File: config.mk
export PLATFORM = sky130hd
export DESIGN_NAME = fp_add_sequencer
export DESIGN_NICKNAME = d
export VERILOG_FILES = /design/src/rtl/fp_add_sequencer.sv
export SDC_FILE = /design/constraint.sdc
export NUM_CORES = 1
export LEC_CHECK = 0
export ABC_AREA = 1
export CORE_MARGIN = 1
export CORE_UTILIZATION = 35
export CTS_BUF_LIST = sky130_fd_sc_hd__clkbuf_2
export DETAILED_ROUTE_END_ITERATION = 10
export PLACE_DENSITY = 0.51
export REMOVE_ABC_BUFFERS = 1
export SLEW_MARGIN = 30
export SYNTH_ARGS = -nofsm -noshare
export SYNTH_HDL_FRONTEND = slang
export SYNTH_SLANG_ARGS = --single-unit
File: constraint.sdc
create_clock -name clk -period 9.7 [get_ports clk]
set_input_delay 1.94 -clock clk [delete_from_list [all_inputs] [get_ports clk]]
set_output_delay 1.94 -clock clk [all_outputs]
set_load 0.01 [all_outputs]
File: src/rtl/fp_add_sequencer.sv
// Multi-cycle floating-point adder sequencer: exponent compare/swap,
// serial alignment, add/subtract, serial normalization, start/busy/done.
module fp_add_sequencer #(
    parameter int EXP_W  = 8,
    parameter int MANT_W = 23,
    localparam int W     = 1 + EXP_W + MANT_W
) (
    input  logic         clk,
    input  logic         rst,
    input  logic         start,
    input  logic [W-1:0] a,
    input  logic [W-1:0] b,
    output logic         busy,
    output logic         done,
    output logic [W-1:0] result
);

    localparam logic [2:0] S_IDLE  = 3'd0;
    localparam logic [2:0] S_EXP   = 3'd1;
    localparam logic [2:0] S_ALIGN = 3'd2;
    localparam logic [2:0] S_ADD   = 3'd3;
    localparam logic [2:0] S_NORM  = 3'd4;
    localparam logic [2:0] S_DONE  = 3'd5;

    localparam logic [EXP_W-1:0] EXP_ONE  = {{(EXP_W-1){1'b0}}, 1'b1};
    localparam logic [EXP_W-1:0] EXP_ONES = {EXP_W{1'b1}};
    localparam logic [EXP_W-1:0] EXP_TOP  = {{(EXP_W-1){1'b1}}, 1'b0};

    logic [2:0]        state;
    logic [W-1:0]      op_a;
    logic [W-1:0]      op_b;
    logic              sign_l;
    logic              sign_s;
    logic [EXP_W-1:0]  exp_r;
    logic [EXP_W-1:0]  diff;
    logic [MANT_W:0]   mant_l;
    logic [MANT_W:0]   mant_s;
    logic [MANT_W+1:0] sum;
    logic              special;
    logic [W-1:0]      spec_val;

    logic              sign_a;
    logic              sign_b;
    logic [EXP_W-1:0]  exp_a;
    logic [EXP_W-1:0]  exp_b;
    logic [MANT_W-1:0] man_a;
    logic [MANT_W-1:0] man_b;
    logic              a_zero;
    logic              b_zero;
    logic              a_big;
    logic [MANT_W+1:0] add_sum;
    logic              accept;

    assign sign_a = op_a[W-1];
    assign sign_b = op_b[W-1];
    assign exp_a  = op_a[W-2 -: EXP_W];
    assign exp_b  = op_b[W-2 -: EXP_W];
    assign man_a  = op_a[MANT_W-1:0];
    assign man_b  = op_b[MANT_W-1:0];
    assign a_zero = (exp_a == '0);
    assign b_zero = (exp_b == '0);

    // Magnitude order is {exp, mant} as one unsigned number; ties keep A.
    assign a_big  = (op_a[W-2:0] >= op_b[W-2:0]);

    assign add_sum = (sign_l == sign_s)
                   ? {1'b0, mant_l} + {1'b0, mant_s}
                   : {1'b0, mant_l} - {1'b0, mant_s};

    // busy stays high through the done pulse, so that cycle never accepts.
    assign accept = start && !busy;

    always_ff @(posedge clk or posedge rst) begin
        if (rst) begin
            state    <= S_IDLE;
            busy     <= 1'b0;
            done     <= 1'b0;
            result   <= '0;
            op_a     <= '0;
            op_b     <= '0;
            sign_l   <= 1'b0;
            sign_s   <= 1'b0;
            exp_r    <= '0;
            diff     <= '0;
            mant_l   <= '0;
            mant_s   <= '0;
            sum      <= '0;
            special  <= 1'b0;
            spec_val <= '0;
        end else begin
            done <= 1'b0;
            if (done) begin
                busy <= 1'b0;
            end
            unique case (state)
                S_IDLE: begin
                    if (accept) begin
                        op_a    <= a;
                        op_b    <= b;
                        special <= 1'b0;
                        busy    <= 1'b1;
                        state   <= S_EXP;
                    end
                end
                S_EXP: begin
                    if (a_zero) begin
                        special  <= 1'b1;
                        spec_val <= op_b;
                        state    <= S_DONE;
                    end else if (b_zero) begin
                        special  <= 1'b1;
                        spec_val <= op_a;
                        state    <= S_DONE;
                    end else begin
                        sign_l <= a_big ? sign_a : sign_b;
                        sign_s <= a_big ? sign_b : sign_a;
                        exp_r  <= a_big ? exp_a : exp_b;
                        diff   <= a_big ? exp_a - exp_b : exp_b - exp_a;
                        mant_l <= {1'b1, a_big ? man_a : man_b};
                        mant_s <= {1'b1, a_big ? man_b : man_a};
                        sum    <= '0;
                        state  <= (exp_a != exp_b) ? S_ALIGN : S_ADD;
                    end
                end
                S_ALIGN: begin
                    mant_s <= mant_s >> 1;
                    diff   <= diff - EXP_ONE;
                    if (diff == EXP_ONE || mant_s[MANT_W:1] == '0) begin
                        state <= S_ADD;
                    end
                end
                S_ADD: begin
                    if (add_sum == '0) begin
                        special  <= 1'b1;
                        spec_val <= '0;
                        state    <= S_DONE;
                    end else begin
                        sum   <= add_sum;
                        state <= S_NORM;
                    end
                end
                S_NORM: begin
                    if (sum[MANT_W+1]) begin
                        sum   <= sum >> 1;
                        exp_r <= exp_r + EXP_ONE;
                        if (exp_r == EXP_TOP) begin
                            special  <= 1'b1;
                            spec_val <= {sign_l, EXP_ONES, {MANT_W{1'b0}}};
                            state    <= S_DONE;
                        end
                    end else if (!sum[MANT_W]) begin
                        if (exp_r <= EXP_ONE) begin
                            special  <= 1'b1;
                            spec_val <= '0;
                            state    <= S_DONE;
                        end else begin
                            sum   <= sum << 1;
                            exp_r <= exp_r - EXP_ONE;
                        end
                    end else begin
                        state <= S_DONE;
                    end
                end
                S_DONE: begin
                    result <= special ? spec_val
                                      : {sign_l, exp_r, sum[MANT_W-1:0]};
                    done   <= 1'b1;
                    state  <= S_IDLE;
                end
                default: begin
                    state <= S_IDLE;
                end
            endcase
        end
    end

endmodule
==> impl_metrics.tcl, run 1 <==
set metrics [dict create \
    power.density_cell_area_nw_per_um2 103.5 \
    viasPerCell 4.998 \
    compound_gate_fraction_of_synth_area_pct 17.50 \
    synth.cells.most_frequent "sky130_fd_sc_hd__nand2_1 (609), sky130_fd_sc_hd__inv_1 (261), sky130_fd_sc_hd__dfrtp_1 (225), sky130_fd_sc_hd__o21ai_0 (186), sky130_fd_sc_hd__nor2_1 (170)" \
    initial_core_util_pct 35.65 \
    root_buffer "sky130_fd_sc_hd__clkbuf_2" \
    synth_edf_count 0 \
    post_synth.cell_area_avg_um2 7.088 \
    detailedRoute.firstIterationViolations 963 \
    yosys.cell_count.top_type "sky130_fd_sc_hd__nand2_1" \
    layout.core_utilization_pct 40.52 \
    worstHoldStart "done" \
    floorplan.die_area_um2 42500 \
    final.min_clock_period_ns 5.156 \
    setup_violations 0 \
    grt_max_degree 127 \
    yosys_warnings 0 \
    clock_tree.htree_level_count 3 \
    critPathRequiredTime_ns 10.52 \
    hold_ws_ns 0.4654 \
    vdd.ir_drop.worst_uv 50.10 \
    finalNetCount 2287 \
    core.rowCount 74 \
    cts_max_path_buffers 3 \
    global_route.peak_usage_layer "met1" \
    post_route_cells_drive_above_1_share_pct 7.058 \
    clock_insertion_delay_worst_skew_ns 1.03 \
    layout_worst_path_cycle_share_pct 53.16 \
    first_global_vias 12930 \
    final_antenna_net_count 0 \
    setup.worst_path.end_class "flop" \
    tightest_slew_ns 1.069 \
    ys_dominant_reg_cell "sky130_fd_sc_hd__dfrtp_1" \
    timing.reg2reg.worst_path_depth 25 \
    setup_total_negative_slack_ns 0 \
    drv_slew 0 \
    synth-adder-area-share_pct 6.330 \
    routed_wire_length_mm 45.36 \
    global_route.usage.total_pct 21.97 \
    largest_fanout_on_the_critical_path 55 \
    hpwl_mm 33.92 \
    critical_path.reg2reg.startpoint "mant_s[4]" \
    worst_hold_path_type "reg -> reg" \
    numCtsBuffers 67 \
    antenna_found_initial 2 \
    die_y_um 206.2 \
    worst-r2r-setup-slack_ns 4.54 \
    unrepaired_setup_endpoints_after_global_routing "no" \
    ctsHoldBuffers 0 \
    count_of_unresolved_drc_violations_after_routing 0 \
    synth_top_family_by_area "simple AND/OR/NAND/NOR gates" \
    synth_xor_xnor_area_share_pct 2.342 \
    worst_slew_margin_rel_pct 27.99 \
    design.core.area_um2 40920 \
    wire_length_of_the_first_global_routing_pass_mm 71.68 \
    cts_tree "built" \
    final.setup.worst_slack_ns 4.544 \
    critPathArrivalTime_ns 5.98 \
    maxCapViolCount 0 \
    floorplan.die.width_um 206.2 \
    critPathKind "reg -> reg" \
    routability_congestion_estimate 0.9067 \
    synth_seq_cells 225 \
    io_buffers 100 \
    syn_inst 2058 \
    number_of_different_library_cells_in_the_post_synthesis_netlist 55 \
    wire_per_inst_um 16.60 \
    multiplexer_share_of_the_synthesized_area_pct 0 \
    reg2reg_to "spec_val[7]" \
    post_cts.resized_instances 0 \
    power.static_leakage_uw 0.008553 \
    top_level_ports 101 \
    grt_use_met2_pct 31.66 \
    synth.largest_area_cell "sky130_fd_sc_hd__dfrtp_1" \
    dp_worst_setup_slack_ns 4.727 \
    synth.area.top_cells "sky130_fd_sc_hd__dfrtp_1 (39%), sky130_fd_sc_hd__nand2_1 (16%), sky130_fd_sc_hd__inv_1 (6.7%)" \
    grtUsageMet1_pct 33.36 \
    setup.worst_path.start_class "flop" \
    overflow 0 \
    hold_violations 0 \
    global_route.usage.met3_pct 3.800 \
    drt_pass1_iterations 5 \
    dr_total_vias 13660 \
    run_status "finished, final reports clean" \
    yosysSeqAreaShare_pct 38.60 \
    synthesized_area_fraction_occupied_by_and_or_nand_nor_cells_pct 25.52 \
    fmaxAchievable_ghz 0.1939 \
    cts_setup_buffers 0 \
    clkSlewWorstSetupHoldPaths_ns 0.10 \
    fillerInstances 4484 \
    syn_area_um2 14590 \
    area_fraction_of_the_dominant_cell_type_after_synthesis_pct 38.60 \
    holdPathStages 1 \
    clock-sinks 225 \
    holdPathEnd "busy" \
    synth_async_sr_flop_share_pct 100.0 \
    layout-area-overhead-vs-synth_pct 13.66 \
    worst_clock_skew_ns 0.09552 \
]
-- per-layer routing --
metal	wire length [um]	share of wire [%]	vias to the layer above
li1	-	-	6910
met1	23760	52	6403
met2	18980	42	284
met3	1953	4.3	63
met4	668	1.5	0
met5	0	0	-
-- sequential cells by signal, indices dropped and copies added (netlist names) --
name / flops
op_a: 32
op_b: 32
result: 32
spec_val: 32
sum: 25
mant_l: 24
mant_s: 24
diff: 8
exp_r: 8
state: 3
busy: 1
done: 1
sign_l: 1
sign_s: 1
special: 1
-- per-stage QoR --
step / instances / area, um^2 / total power [uW]
final: 2733 / 16580 / 1716
after global routing: 2730 / 16570 / 1804
after floorplan: 1968 / 14180 / 969.7
after detailed placement: 2611 / 15980 / 1004
after CTS: 2728 / 16560 / 1752
after global placement: 2611 / 15980 / 1004
-- placed cells by master (no fill, tap or decap), drive strengths merged, types with 26 or more instances in the layout --
| cell | instances |
|---|---|
| clkbuf | 92 |
| dfrtp | 225 |
| ha | 69 |
| nand2 | 612 |
| clkinv | 26 |
| xor2 | 31 |
| clkdlybuf4s50 | 100 |
| inv | 266 |
| nand4 | 30 |
| o21ai | 217 |
| a21oi | 130 |
| nand3 | 63 |
| nor2 | 175 |
| a31oi | 36 |
-- layout make-up --
cell class	instances	area (um^2)	area share, %
clock buffer	92	460.4	2.777
timing repair buffer	111	1096	6.610
sequential	225	5630	33.96
clock inverter	25	125.1	0.7546
multi-input combinational	1474	7572	45.67
tap	532	665.6	4.014
antenna	5	12.51	0.07546
inverter	269	1018	6.142
-- kinds of logic (layout without fill, tap and decap cells) --
group           after synthesis  count (layout)
buf+inv                     359             497
compound gates              448             448
simple gates                915             915
flops                       225             225
fa+ha+maj                    72              72
xor+xnor                     39              39
other cells                   0               5
-- worst max path at each step --
stage	start	end	slack, ns	depth (start not counted)
2_1_floorplan	rst	busy	1.60	1
3_3_place_gp	mant_s[4]	spec_val[5]	4.81	25
3_5_place_dp	mant_s[4]	spec_val[16]	4.73	25
4_1_cts	mant_s[4]	spec_val[7]	4.72	25
5_1_grt	mant_s[4]	spec_val[7]	4.11	25
6_report	mant_s[4]	spec_val[7]	4.54	25
-- worst max-delay path: stages, from the launching register on --
cell,delay (ns)
sky130_fd_sc_hd__dfrtp_1,0.46
sky130_fd_sc_hd__nor2_1,0.15
sky130_fd_sc_hd__nand3_1,0.11
sky130_fd_sc_hd__nor4_1,0.48
sky130_fd_sc_hd__nand2_1,0.19
sky130_fd_sc_hd__nor3_1,0.29
sky130_fd_sc_hd__nand2_1,0.13
sky130_fd_sc_hd__nor4_1,0.34
sky130_fd_sc_hd__nor2_1,0.10
sky130_fd_sc_hd__xor2_1,0.16
sky130_fd_sc_hd__ha_1,0.40
sky130_fd_sc_hd__nand2_1,0.13
sky130_fd_sc_hd__nor2_1,0.19
sky130_fd_sc_hd__nand2_1,0.11
sky130_fd_sc_hd__nor2_1,0.09
sky130_fd_sc_hd__nand2_1,0.10
sky130_fd_sc_hd__nand4_1,0.11
sky130_fd_sc_hd__nand2_1,0.14
sky130_fd_sc_hd__nor2_1,0.13
sky130_fd_sc_hd__nand2_1,0.06
sky130_fd_sc_hd__nor2_1,0.11
sky130_fd_sc_hd__nand3_1,0.11
sky130_fd_sc_hd__nand2_2,0.20
sky130_fd_sc_hd__nand2_4,0.39
sky130_fd_sc_hd__nand2_1,0.23
sky130_fd_sc_hd__o21ai_2,0.07
-- where the power goes --
group	internal (uW)	switching (uW)
Clock	283	449
Combinational	23.9	22.6
Sequential	937	0
Total	1240	472
Note: power is estimated with default switching activity, not from simulation.
==> inputs of run 2 (changes only) <==
PLACE_DENSITY = 0.53   (was 0.51)
clock period = 4.63 ns   (was 9.7 ns; I/O delays follow)
==> impl_metrics.tcl, run 2 (same netlist as run 1, synthesis figures left out) <==
set metrics [dict create \
    run_status "finished, final reports clean" \
    root_buffer "sky130_fd_sc_hd__clkbuf_2" \
    detailedRoute.firstIterationViolations 871 \
    clock_tree.htree_level_count 3 \
    wire_per_inst_um 16.34 \
    count_of_unresolved_drc_violations_after_routing 0 \
    worst_slew_margin_rel_pct 32.13 \
    floorplan.die_area_um2 42500 \
    met2_length_mm 19.01 \
    power.static_leakage_uw 0.008596 \
    numCtsBuffers 67 \
    power_switching_share_pct 27.11 \
    io_buffers 100 \
    grt_max_degree 129 \
    global_route.usage.total_pct 21.64 \
    setup.worst_path.end_class "flop" \
    initial_core_util_pct 35.65 \
    clock-sinks 225 \
    critPathArrivalTime_ns 5.02 \
    critPathRequiredTime_ns 5.40 \
    drt_pass1_iterations 5 \
    layout_common_cells "sky130_fd_sc_hd__nand2_1 (609), sky130_fd_sc_hd__inv_1 (257), sky130_fd_sc_hd__dfrtp_1 (224), sky130_fd_sc_hd__o21ai_0 (184), sky130_fd_sc_hd__nor2_1 (167)" \
    vdd.ir_drop.worst_uv 107.7 \
    unrepaired_setup_endpoints_after_global_routing "no" \
    p_int_uw 2528 \
    maxCapViolCount 0 \
    routed.top_layer "met4" \
    wl_met3_mm 2.394 \
    layout.cells.most_common "sky130_fd_sc_hd__nand2_1" \
    post_route_cells_drive_above_1_share_pct 7.706 \
    setup_total_negative_slack_ns 0 \
    die_y_um 206.2 \
    final_cell_count_no_fill 2726 \
    setup.worst_path.start_class "flop" \
    critPathKind "reg -> reg" \
    clkPwrFrac_pct 40.5 \
    layout_worst_path_cycle_share_pct 91.81 \
    design_power_total_uw 3468 \
    top_level_ports 101 \
    switching_power_uw 940.3 \
    cts_max_path_buffers 3 \
    routability_congestion_estimate 0.8893 \
    routed_wire_length_mm 44.54 \
    ctsHoldBuffers 0 \
    wire_length_of_the_first_global_routing_pass_mm 70.74 \
    worst_clock_skew_ns 0.06158 \
    power_frac_seq_pct 56.6 \
    layout-area-overhead-vs-synth_pct 14.08 \
    tightest_slew_ns 1.007 \
    dp_cells 2620 \
    viasPerCell 4.966 \
    final_antenna_net_count 0 \
    largest_fanout_on_the_critical_path 55 \
    setup_violations 0 \
    fmaxAchievable_ghz 0.2352 \
    finalNetCount 2298 \
    antenna_found_initial 1 \
    combPwrFrac_pct 2.9 \
    clkSlewWorstSetupHoldPaths_ns 0.09 \
    drv_slew 0 \
    cts_tree "built" \
    dr_total_vias 13540 \
    first_global_vias 12850 \
    overflow 0 \
    design.core.area_um2 40920 \
    hold_violations 0 \
    hpwl_mm 33.60 \
    clock_insertion_delay_worst_skew_ns 0.94 \
    core.rowCount 74 \
    power.density_cell_area_nw_per_um2 208.4 \
    final.min_clock_period_ns 4.251 \
    worst_hold_path_type "in -> async" \
    routedLengthMet1_mm 22.37 \
    floorplan.die.width_um 206.2 \
]
[run 2: critical path, stage by stage (launching register included)]
cell                      delay [ns]
sky130_fd_sc_hd__dfrtp_1        0.44
sky130_fd_sc_hd__nor2_1         0.14
sky130_fd_sc_hd__nand3_1        0.13
sky130_fd_sc_hd__nor4_2         0.25
sky130_fd_sc_hd__nand2_1        0.17
sky130_fd_sc_hd__nor3_2         0.19
sky130_fd_sc_hd__nand2_1        0.12
sky130_fd_sc_hd__nor4_2         0.24
sky130_fd_sc_hd__nor2_1         0.09
sky130_fd_sc_hd__xor2_1         0.15
sky130_fd_sc_hd__ha_1           0.35
sky130_fd_sc_hd__nand2_1        0.08
sky130_fd_sc_hd__nand2_1        0.10
sky130_fd_sc_hd__nor2_1         0.19
sky130_fd_sc_hd__nor2_1         0.06
sky130_fd_sc_hd__nor3_1         0.28
sky130_fd_sc_hd__nand2_1        0.09
sky130_fd_sc_hd__nand2_1        0.07
sky130_fd_sc_hd__nand2_1        0.08
sky130_fd_sc_hd__nor2_1         0.14
sky130_fd_sc_hd__nand3_1        0.15
sky130_fd_sc_hd__nand2_4        0.15
sky130_fd_sc_hd__nand2_4        0.07
sky130_fd_sc_hd__buf_16         0.19
sky130_fd_sc_hd__nand2_1        0.11
sky130_fd_sc_hd__o21ai_2        0.05
[run 2: path summary, 6_finish.rpt]
kind | from | to | slack, ns | cells after the start
min reg2reg | done | busy | 0.46 | 1
max reg2reg | mant_s[4] | spec_val[2] | 0.38 | 25
max | mant_s[4] | spec_val[2] | 0.38 | 25
min | rst | result[11] | 0.40 | 2
min in group clk | done | busy | 0.46 | 1
max in group asynchronous | rst | diff[6] | 3.23 | 3
[run 2: routing by layer]
metal | vias up | track usage, %
li1 | 6905 | -
met1 | 6281 | 31.58
met2 | 296 | 31.72
met3 | 56 | 4.604
met4 | 0 | 6.486
met5 | - | 0
[run 2: power by group through the flow]
stage	Combinational (uW)	Sequential [uW]	Clock, uW
global placement	104	2000	0
finish	100	1960	1400
detailed placement	105	2000	0
CTS	105	1960	1470
floorplan	28.6	2000	0
global route	112	1960	1570
[run 2: cell type report]
cell class                 instances  area, um^2
clock inverter                    13       50.05
tap                              532       665.6
antenna                            1       2.502
sequential                       225        5632
clock buffer                      90       450.4
inverter                         269        1018
fill                            4404       24280
multi-input combinational       1474        7607
timing repair buffer             122        1215
[run 2: what timing repair did]
item	4_1_cts	5_1_grt
endpoints found under the setup margin	0	55
gates resized for setup	0	9
setup buffers	0	2
[run 2: per-stage QoR]
| step | setup WS (ns) | cell area [um^2] | util [%] | hold slack, ns |
|---|---|---|---|---|
| 3_3_place_gp | 0.3396 | 16070 | 39.27 | 0.4428 |
| 3_5_place_dp | 0.2093 | 16080 | 39.28 | 0.4616 |
| 4_1_cts | 0.1832 | 16580 | 40.50 | 0.3296 |
| 5_1_grt | 0.01347 | 16640 | 40.66 | 0.3760 |
| 6_report | 0.3791 | 16640 | 40.66 | 0.4049 |
| 2_1_floorplan | -2.459 | 14180 | - | 0.4465 |
==> patch 1: new RTL, config.mk and constraints of run 1 <==
The parameter `EXP_W` goes from 8 to 6.
--- a/src/rtl/fp_add_sequencer.sv
+++ b/src/rtl/fp_add_sequencer.sv
@@ -1,7 +1,7 @@
 // Multi-cycle floating-point adder sequencer: exponent compare/swap,
 // serial alignment, add/subtract, serial normalization, start/busy/done.
 module fp_add_sequencer #(
-    parameter int EXP_W  = 8,
+    parameter int EXP_W  = 6,
     parameter int MANT_W = 23,
     localparam int W     = 1 + EXP_W + MANT_W
 ) (
Interface: changed (resized a, b and result); port bits go from 101 to 95. The function was not compared with the original's and may differ.
==> patch 1 against run 1 <==
Via count decreased by 9.2%. Clock skew is 0.011 ns lower. Critical path type unchanged. Sequential share of layout area grew 0.18 points. Sequential power down 5.3%. Worst setup slack gained 0.27 ns. Sequential cell count fell by 12. Cell area fell by 5.8%. Hold slack got worse by 0.014 ns. Synthesized area shrank 6.0%. Power fell by 4.4%. Synthesized cell count decreased by 9.0%. First-iteration DRC count shrank 14%. Wire length decreased by 12%. Die area decreased by 6.0%.
==> patch 1: results <==
detailed_routing:
  drt_wl_total_mm: 40.0
  drt_iter0_markers: 832
  num_vias: 12398
  vias_per_cell: 4.91
yosys:
  synth.area.mux_share_pct: 0.146
  yosys-top-cells-count: "nand2_1, inv_1, a21oi_1"
  synth.distinct_cells: 50
  yosysSeqAreaShare_pct: 38.9
  synthAdderAreaFrac_pct: 6.37
  synthTopCellsByArea: "dfrtp_1, nand2_1, a21oi_1"
  synth_compound_area_share_pct: 19.4
  synthXorXnorAreaFrac_pct: 2.35
  syn_inst: 1873
  yosys_warnings: 0
global_routing:
  grt_max_degree: 99
  overflow: 0
  grt_pass1_wl_mm: 64.4
  antenna_found_initial: 1
  track_usage_pct: 20.7
critical_path:
  crit_family: "simple AND/OR/NAND/NOR gates"
  crit_arrival_ns: 5.73
  crit_path_top_delay_cell: "ha_1"
  reg2reg_depth: 26
  worst_path_largest_cell_delay_ns: 0.44
  cp_max_fo: 60
final_layout:
  nets: 2093
  drive_gt1_share_pct: 9.27
place:
  dp_cells: 2419
  gp_congestion: 0.843
  io_buffers: 94
  placed_area_sq_um: 15100
  hpwl_mm: 29.7
power_and_ir_drop:
  ir_worst_vdd_v: 0.0000823
  p_leak_nw: 8.05
clocking:
  cts_buffers: 59
  htree_num_levels: 2
  cts_max_path_buffers: 3
sta:
  fin_skew_ns: 0.0849
  tightestPinTransition_ns: 0.924
outcome:
  status: "finished clean"
## patch 1: where the power goes
group	internal (mW)	switching, mW
sequential	0.887	0
combinational	0.0223	0.0214
clock	0.299	0.411
## patch 1: cells by family (layout without fill, tap and decap cells)
family,count (synthesis),count (layout)
xor+xnor,36,36
mux,2,2
other cells,0,1
buf+inv,333,466
flops,213,213
compound gates,462,462
simple gates,759,759
fa+ha+maj,68,68
## patch 1: path summary, 6_finish.rpt
path / from / end / slack [ns]
min in group asynchronous: rst / sum[12] / 1.43
min: done / busy / 0.45
max in group asynchronous: rst / special / 6.86
max reg2reg: mant_s[0] / spec_val[12] / 4.82
min reg2reg: done / busy / 0.45
max: mant_s[0] / spec_val[12] / 4.82
## patch 1: layer usage
layer / up-vias / GRT usage, % / wire length (um)
met5: - / 0 / 0
met4: 0 / 6.50 / 729
met3: 55 / 3.39 / 2090
met2: 296 / 30.5 / 16800
met1: 5703 / 30.7 / 20300
li1: 6344 / - / -
## patch 1: area by class of cell
class                           count  area (sq um)
Tap cell                          518           648
Inverter                          255           965
Multi-Input combinational cell   1327          7080
Fill cell                        4094         23000
Sequential cell                   213          5330
Clock buffer                       90           450
Antenna cell                        1          2.50
Timing Repair Buffer              106          1030
Clock inverter                     15           115
## patch 1: per-stage QoR
step	total power, mW	worst slack (ns)	hold slack, ns	utilization [%]
floorplan	0.918	1.94	0.442	-
global placement	0.950	4.87	0.434	39.0
detailed placement	0.950	4.91	0.459	39.0
CTS	1.68	4.86	0.452	40.4
global route	1.72	4.13	0.497	40.4
finish	1.64	4.82	0.451	40.4
==> patch 2: new RTL, flow settings as in run 1 <==
Without the edit above. Make the reset (`rst`) synchronous in one clocked block.
--- a/src/rtl/fp_add_sequencer.sv
+++ b/src/rtl/fp_add_sequencer.sv
@@ -70,7 +70,7 @@
     // busy stays high through the done pulse, so that cycle never accepts.
     assign accept = start && !busy;
 
-    always_ff @(posedge clk or posedge rst) begin
+    always_ff @(posedge clk) begin
         if (rst) begin
             state    <= S_IDLE;
             busy     <= 1'b0;
Formal check against the unedited RTL: differs if rst is asserted again (counterexample within 4 cycles, from zero or initial values and one cycle with rst high); with rst held inactive, the same outputs for 4 cycles.
==> patch 2 against run 1 <==
Critical path depth grew 1. Synthesized area shrank 1.9%. Count of clock-buffer cells in the layout grew 2. Worst setup slack lost 0.44 ns. Wire length grew 10%. Hold slack lost 0.0069 ns. Clock skew shrank 0.0091 ns. Sequential cell count is the same. Maximum frequency shrank 7.8%. Cell area shrank 1.6%. Die area shrank 1.9%. Highest routed layer unchanged.
Power is left out: it rests on default switching activity, and per cell area and clock period it moved more than threefold.
==> patch 2: results <==
worst_hold_path:
  hold_depth: 2
  min-delay-start: "spec_val[20]"
  whs_endpoint: "result[20]"
  worstHoldPathType: "register to register"
detailed_routing:
  drt_iter0_markers: 919
  vias_per_cell: 5.14
  wire_per_inst_um: 17.3
clocking:
  postCtsSetupBuffers: 0
  htree_num_levels: 3
  clock_latency_ns: 0.97
  cts_buffers: 69
  cts-resized-gates: 0
  cts_root_buf: "clkbuf_2"
sta:
  min_period_ns: 5.60
  fin_skew_ns: 0.0864
  hold-worst-slack_ns: 0.458
  tightestPinTransition_ns: 0.858
critical_path:
  worst_path_largest_cell_delay_ns: 0.69
  reg2reg_depth: 26
  reg2reg_from: "mant_s[0]"
  worstReg2RegEnd: "spec_val[1]"
  cp_max_fo: 39
  crit_arrival_ns: 6.39
  crit_path_top_delay_cell: "nand3_2"
  endpoint_kind: "register"
  crit_family: "simple AND/OR/NAND/NOR gates"
  r2r_setup_slack_ns: 4.10
  critPathLaunchType: "register"
global_routing:
  grt_max_degree: 119
  track_usage_pct: 24.4
  antenna_found_initial: 1
  grt_pass1_vias: 14089
  grt_pass1_wl_mm: 79.5
final_layout:
  nets: 2456
  drive_gt1_share_pct: 6.77
  fillers: 4437
  fin_cells: 2891
outcome:
  status: "finished clean"
yosys:
  synthAdderAreaFrac_pct: 6.45
  synth.area.mux_share_pct: 0
  ys.flop_type: "dfxtp_1"
  synthXorXnorAreaFrac_pct: 2.62
  yosysSeqAreaShare_pct: 31.5
  yosys-top-cells-count: "nand2_1, inv_1, a21oi_1"
  synthTopCellsByArea: "dfxtp_1, nand2_1, a21oi_1"
  synth_compound_area_share_pct: 21.7
  syn_inst: 2252
  synthArstFlopShare_pct: 0
  synth.distinct_cells: 47
  yosys_warnings: 0
place:
  place_ws_ns: 4.26
  hpwl_mm: 36.9
  dp_cells: 2771
  io_buffers: 100
  gp_congestion: 0.920
  placed_area_sq_um: 15700
[patch 2: changes by cell type in the layout (fill, tap and decap cells not counted), moves of 24 or more]
cell	run 1	this run
nand4_1	30	54
inv_1	257	291
o21ai_0	186	226
a21oi_1	129	276
dfxtp_1	0	225
nand2_1	609	537
dfrtp_1	225	0
nor2_1	168	201
[patch 2: layer usage]
metal  up-vias  global-route usage (%)  share of wire [%]
met4         0                    6.98                2.0
met5         -                       0                  0
met3        67                    3.89                4.9
met1      6853                    32.3                 46
li1       7549                       -                  -
met2       385                    40.6                 47
[patch 2: layout make-up]
class | instances | area (sq um) | area share (%)
inverters | 303 | 1140 | 6.99
clock buffers | 94 | 470 | 2.88
multi-input cells | 1604 | 8240 | 50.5
diodes | 1 | 2.50 | 0.0153
clock inverters | 25 | 179 | 1.10
well taps | 525 | 657 | 4.02
flip-flops and latches | 225 | 4500 | 27.6
repair buffers | 114 | 1120 | 6.89
